**config.mk**
```make
export PLATFORM = sky130hd
export DESIGN_NAME = light_phase_sched_flat
export DESIGN_NICKNAME = d
export VERILOG_FILES = /design/src/rtl/light_phase_if.sv /design/src/rtl/light_phase_sched.sv /design/src/flat_wrapper.sv
export SDC_FILE = /design/constraint.sdc
export NUM_CORES = 1
export LEC_CHECK = 0
export CORE_MARGIN = 5
export CORE_UTILIZATION = 49
export CTS_CLUSTER_SIZE = 28
export DETAILED_ROUTE_END_ITERATION = 7
export GPL_TIMING_DRIVEN = 0
export PLACE_DENSITY = 0.74
export SLEW_MARGIN = 5
export SYNTH_ARGS = -nofsm -noshare
export SYNTH_HDL_FRONTEND = slang
export SYNTH_SLANG_ARGS = --single-unit
```
**constraint.sdc**
```tcl
create_clock -name clk -period 2.4 [get_ports clk]
set_clock_uncertainty 0.2 [all_clocks]
set_input_delay 0.48 -clock clk [delete_from_list [all_inputs] [get_ports clk]]
set_output_delay 0.48 -clock clk [all_outputs]
set_load 0.05 [all_outputs]
```
**src/rtl/light_phase_if.sv**
```systemverilog
// Signal bundle between the intersection sensors/button and the phase scheduler.
// The flash input exists only when LIGHT_FLASH_EN is defined.
interface light_phase_if;
  logic       veh_ew;
  logic       veh_sn;
  logic       ped_req;
`ifdef LIGHT_FLASH_EN
  logic       flash;
`endif
  logic [1:0] e_west;
  logic [1:0] s_north;
  logic       ped_walk;
  logic [2:0] phase;

  modport master (
`ifdef LIGHT_FLASH_EN
    output flash,
`endif
    output veh_ew, veh_sn, ped_req,
    input  e_west, s_north, ped_walk, phase
  );

  modport slave (
`ifdef LIGHT_FLASH_EN
    input  flash,
`endif
    input  veh_ew, veh_sn, ped_req,
    output e_west, s_north, ped_walk, phase
  );
endinterface

```
**src/rtl/light_phase_sched.sv**
```systemverilog
// Demand-driven two-way intersection phase scheduler with pedestrian walk interval.
// Optional flashing-yellow mode is compiled in with LIGHT_FLASH_EN.
module light_phase_sched #(
  parameter int unsigned GREEN_MIN = 10,
  parameter int unsigned GREEN_MAX = 25,
  parameter int unsigned YELLOW_T  = 5,
  parameter int unsigned ALLRED_T  = 2,
  parameter int unsigned PED_T     = 8
) (
  input logic           clk,
  input logic           rst,
  light_phase_if.slave  bus
);

  typedef enum logic [2:0] {
    EW_G = 3'd0,
    EW_Y = 3'd1,
    AR1  = 3'd2,
    SN_G = 3'd3,
    SN_Y = 3'd4,
    AR2  = 3'd5,
    PED  = 3'd6
`ifdef LIGHT_FLASH_EN
    , FLASH = 3'd7
`endif
  } state_t;

  localparam logic [1:0] RED = 2'b00;
  localparam logic [1:0] GRN = 2'b01;
  localparam logic [1:0] YEL = 2'b10;
  localparam logic       DIR_SN = 1'b1;
  localparam logic       DIR_EW = 1'b0;

  localparam logic [7:0] GMIN_L = 8'(GREEN_MIN - 1);
  localparam logic [7:0] GMAX_L = 8'(GREEN_MAX - 1);
  localparam logic [7:0] YEL_L  = 8'(YELLOW_T - 1);
  localparam logic [7:0] AR_L   = 8'(ALLRED_T - 1);
  localparam logic [7:0] PED_L  = 8'(PED_T - 1);

  state_t     state, state_nx;
  logic [7:0] cnt, cnt_nx;
  logic       ped_pend, ped_nx;
  logic       nxt_dir, dir_nx;
  logic       cmp;

  logic [1:0] e_west_r, s_north_r;
  logic       ped_walk_r;
  logic [2:0] phase_r;

  // Head/lamp pattern {e_west, s_north, ped_walk} for a state and its counter.
  function automatic logic [4:0] heads(input state_t s, input logic [7:0] c);
    logic [4:0] h;
    h = {RED, RED, 1'b0};
    case (s)
      EW_G:    h[4:3] = GRN;
      EW_Y:    h[4:3] = YEL;
      SN_G:    h[2:1] = GRN;
      SN_Y:    h[2:1] = YEL;
      PED:     h[0]   = 1'b1;
`ifdef LIGHT_FLASH_EN
      FLASH:   if (!c[2]) h = {YEL, YEL, 1'b0};
`endif
      default: h = {RED, RED, 1'b0};
    endcase
    return h;
  endfunction

  function automatic logic [7:0] sat_inc(input logic [7:0] c);
    return (c == 8'hff) ? c : c + 8'd1;
  endfunction

  always_comb begin
    state_nx = state;
    ped_nx   = ped_pend | bus.ped_req;
    dir_nx   = nxt_dir;
    cmp      = 1'b0;
    case (state)
      EW_G: begin
        cmp = bus.veh_sn | ped_pend;
        if (cnt >= GMIN_L && cmp && (!bus.veh_ew || cnt >= GMAX_L)) state_nx = EW_Y;
      end
      EW_Y: if (cnt == YEL_L) state_nx = AR1;
      AR1: if (cnt == AR_L) begin
        dir_nx   = DIR_SN;
        state_nx = ped_pend ? PED : SN_G;
      end
      SN_G: begin
        cmp = bus.veh_ew | ped_pend;
        if (cnt >= GMIN_L && cmp && (!bus.veh_sn || cnt >= GMAX_L)) state_nx = SN_Y;
      end
      SN_Y: if (cnt == YEL_L) state_nx = AR2;
      AR2: if (cnt == AR_L) begin
        dir_nx   = DIR_EW;
        state_nx = ped_pend ? PED : EW_G;
      end
      PED: if (cnt == PED_L) state_nx = (nxt_dir == DIR_SN) ? SN_G : EW_G;
`ifdef LIGHT_FLASH_EN
      FLASH: if (!bus.flash) state_nx = AR2;
`endif
      default: state_nx = EW_G;
    endcase
`ifdef LIGHT_FLASH_EN
    if (bus.flash) state_nx = FLASH;
`endif
    // A request on the very edge that enters PED is served by that walk.
    if (state_nx == PED && state != PED) ped_nx = 1'b0;

    if (state_nx != state) cnt_nx = 8'd0;
`ifdef LIGHT_FLASH_EN
    else if (state == FLASH) cnt_nx = {5'd0, cnt[2:0] + 3'd1};
`endif
    else cnt_nx = sat_inc(cnt);
  end

  // Single registered stage: state, counters and decoded heads update together.
  always_ff @(posedge clk) begin
    if (rst) begin
      state      <= EW_G;
      cnt        <= 8'd0;
      ped_pend   <= 1'b0;
      nxt_dir    <= DIR_SN;
      e_west_r   <= GRN;
      s_north_r  <= RED;
      ped_walk_r <= 1'b0;
      phase_r    <= 3'd0;
    end else begin
      state      <= state_nx;
      cnt        <= cnt_nx;
      ped_pend   <= ped_nx;
      nxt_dir    <= dir_nx;
      {e_west_r, s_north_r, ped_walk_r} <= heads(state_nx, cnt_nx);
      phase_r    <= state_nx;
    end
  end

  assign bus.e_west   = e_west_r;
  assign bus.s_north  = s_north_r;
  assign bus.ped_walk = ped_walk_r;
  assign bus.phase    = phase_r;

endmodule
```
**src/flat_wrapper.sv**
```systemverilog
// flat-port wrapper written by rule: the top's interface ports become plain ports
module light_phase_sched_flat 
#(
  parameter int unsigned GREEN_MIN = 10,
  parameter int unsigned GREEN_MAX = 25,
  parameter int unsigned YELLOW_T  = 5,
  parameter int unsigned ALLRED_T  = 2,
  parameter int unsigned PED_T     = 8
)
  (clk, rst, bus_veh_ew, bus_veh_sn, bus_ped_req, bus_e_west, bus_s_north, bus_ped_walk, bus_phase);
  light_phase_if bus_i ();
  input logic clk;
  input logic rst;
  input wire logic [$bits(bus_i.veh_ew)-1:0] bus_veh_ew;
  input wire logic [$bits(bus_i.veh_sn)-1:0] bus_veh_sn;
  input wire logic [$bits(bus_i.ped_req)-1:0] bus_ped_req;
  output wire logic [$bits(bus_i.e_west)-1:0] bus_e_west;
  output wire logic [$bits(bus_i.s_north)-1:0] bus_s_north;
  output wire logic [$bits(bus_i.ped_walk)-1:0] bus_ped_walk;
  output wire logic [$bits(bus_i.phase)-1:0] bus_phase;
  assign bus_i.veh_ew = bus_veh_ew;
  assign bus_i.veh_sn = bus_veh_sn;
  assign bus_i.ped_req = bus_ped_req;
  assign bus_e_west = bus_i.e_west;
  assign bus_s_north = bus_i.s_north;
  assign bus_ped_walk = bus_i.ped_walk;
  assign bus_phase = bus_i.phase;
  light_phase_sched #(.GREEN_MIN(GREEN_MIN), .GREEN_MAX(GREEN_MAX), .YELLOW_T(YELLOW_T), .ALLRED_T(ALLRED_T), .PED_T(PED_T)) u_core (.clk(clk), .rst(rst), .bus(bus_i));
endmodule
```
==> out/qor.csv <==
metric;value;unit
fin_crit;2.421;ns
status;finished, violations left;
die_x;57.30;µm
dp_worst_setup_slack;-0.2702;ns
synth-simple-area-share;38.70;%
cts-root-buf;clkbuf_4;
layout-drive-gt1-share;23.03;%
violations;setup timing;
slew_viol_final;0;
grt_pass1_vias;1083;
end_kind;flip-flop;
finalHoldViolCount;0;
grt_use_total;17.93;%
slowest_delay;0.38;ns
synth_top_family_by_area;simple AND/OR/NAND/NOR gates;
htreeDepth;1;
synth.distinct_cells;47;
cap_violations;0;
first_pass_iters;4;
synth-edff-count;0;
dp_hpwl;1989;µm
worstPathRequired;2.40;ns
rr_startpoint;u_core.cnt[0];
async_reset_ff_share;0;%
dp.cells;173;
area_growth;26.60;%
critPathLaunchType;flip-flop;
numCtsBuffers;3;
worstHoldEndpoint;u_core.cnt[6];
worst_slack;-0.02105;ns
n_antenna_cell;0;
final_common_cell;dfxtp_1;
post-route-period-util;100.9;%
drtAntennaViolNets;0;
wirelength;2748;µm
holdCritPathClass;reg2reg;
grt_overflow;0;
grt_max_degree;11;
post_drt_wl_per_cell;15.27;µm
rows;17;
crit_slowest_cell;or3b_4;
cts_tree;done;
synth_seq_area_share;32.88;%
fin_nets;161;
netlist_area;0.001096;mm²
timing.rr.end;u_core.cnt[4];
ys.flop_type;dfxtp_1;
path_class;reg2reg;
synth_compound_area_share;16.89;%
dpl_cell_area;0.001264;mm²
drt-initial-drc-count;23;
r2r_cells;8;
p_per_area;416.3;mW/mm²
initial_core_util;50.52;%
rsz0062_at_grt;yes;
num_vias;1107;
synth_seq_cells;18;
syn_inst;133;
cp.arrival;2.43;ns
p_leak;0.5286;nW
r2r_slack;-0.02;ns
ctsLongestPathBuffers;2;
synth.area.mux_share;0;%
coreArea;0.002170;mm²
holdCritStartpoint;u_core.cnt[6];
avgSynthCellArea;8.241;µm²
fin_area;0.001388;mm²
holdWs;0.3885;ns
synth_nets;141;
dieArea;0.003283;mm²
power;0.5777;mW
io_buffers;12;
synth-xor-area-share;3.881;%
place.gp.congestion;0.8671;
tns;-0.02105;ns
die_h;57.30;µm
crit_chain;inv_2 > ha_2 > or3b_4 > a221o_1 > a211oi_2 > nor4_4 > xnor2_4 > a2111oi_2;
route.detailed.drc;0;
antenna_found_initial;0;
fin_cells;180;
max_freq;413.0;MHz
cts.sinks;18;
layout_common_cells;dfxtp_1, clkdlybuf4s50_1, nor2_1;
min_path_cells;2;
ys_warn_count;0;
synthAdderAreaFrac;3.425;%
nFillCells;203;
cp_max_fo;8;
clkTransAtPathRegs;0.10;ns
pin_count;13;
fin_util;63.96;%
grt_first_pass_wirelength;4698;µm
vias_per_cell;6.150;
tightestPinTransition;0.5046;ns
clkLatencyLatePin;0.30;ns
vdd_drop_max;0.2703;mV
setup_violations;1;
slew_headroom;66.26;%
-- Yosys cell counts (2+ instances only) --
cell / n / share of area, %
a31oi_1: 2 / 1.1
and3_1: 4 / 2.3
inv_1: 7 / 2.4
xor2_1: 2 / 1.6
ha_1: 3 / 3.4
nor3_1: 6 / 2.7
nor4_1: 5 / 2.9
dfxtp_1: 18 / 33
clkbuf_1: 3 / 1.0
nand3_1: 9 / 4.1
nand3b_1: 2 / 1.4
a311oi_1: 2 / 1.6
nor2b_1: 5 / 2.9
nor2_1: 10 / 3.4
a21oi_1: 6 / 2.7
and4_1: 2 / 1.6
o21ai_0: 4 / 1.8
nand2b_1: 3 / 1.7
or2_2: 3 / 1.7
nand4_1: 3 / 1.7
nand2_1: 8 / 2.7
-- report_power, final --
group	switching, mW	leakage (nW)	internal (mW)	total (mW)
Clock	0.0965	0.0210	0.0926	0.189
Sequential	0.00688	0.147	0.306	0.313
Combinational	0.0403	0.360	0.0358	0.0761
Total	0.144	0.529	0.434	0.578
-- layer usage --
layer  routed length (µm)  track usage [%]
met5                    0                0
met4                   67            10.26
met3                  136            3.620
met2                 1380            30.34
met1                 1164            20.91
-- flip-flops by register name (all words and copies together) (netlist names) --
register / flops
u_core.bus.ped_walk: 1
u_core.bus.e_west: 2
u_core.state: 3
u_core.cnt: 8
u_core.nxt_dir: 1
u_core.bus.s_north: 2
u_core.ped_pend: 1
-- worst max-delay path, delay by kind of cell, from the launching register on --
| kind | cells | cell delay (ns) |
|---|---|---|
| flip-flops | 1 | 0.37 |
| XOR/XNOR | 1 | 0.20 |
| AND/OR/NAND/NOR | 2 | 0.49 |
| buffers and inverters | 1 | 0.04 |
| AO/OA/AOI/OAI | 3 | 0.86 |
| adder cells (fa/ha/maj) | 1 | 0.16 |
-- how the worst max path moves through the flow --
| stage | depth (start not counted) | end | slack, ns | start |
|---|---|---|---|---|
| final | 8 | u_core.cnt[4] | -0.02 | u_core.cnt[0] |
| after global routing | 6 | u_core.cnt[4] | -0.11 | u_core.cnt[7] |
| after CTS | 8 | u_core.cnt[4] | -0.06 | u_core.cnt[1] |
| after detailed placement | 7 | u_core.cnt[5] | -0.27 | bus_veh_sn |
| after global placement | 7 | u_core.cnt[2] | -0.27 | bus_veh_sn |
| after floorplan | 8 | u_core.cnt[0] | 0.005 | u_core.cnt[0] |
-- cells by family (layout without fill, tap and decap cells) --
family                     count (synthesis)  in the layout
DFF                                       18             18
buffers and inverters                     12             31
xor gates and xnor gates                   4              4
adders and majority gates                  3              3
and+or+nand+nor                           70             70
AOI/OAI and AO/OA                         26             26
-- layout make-up --
| type | instances | area, µm² | area share, % |
|---|---|---|---|
| Clock buffer | 4 | 36.28 | 2.615 |
| Timing Repair Buffer | 15 | 142.6 | 10.28 |
| Inverter | 7 | 26.28 | 1.894 |
| Multi-Input combinational cell | 103 | 757.0 | 54.55 |
| Tap cell | 28 | 35.03 | 2.525 |
| Buffer | 5 | 23.77 | 1.713 |
| Sequential cell | 18 | 366.6 | 26.42 |
-- repair_timing --
item / in CTS / in global routing
pin swaps: 4 / 5
gates resized for setup: 5 / 14
setup buffers: 2 / 2
setup endpoints to repair: 9 / 13
hold buffers: 0 / 0
No activity file was read; power rests on OpenSTA's default activity.
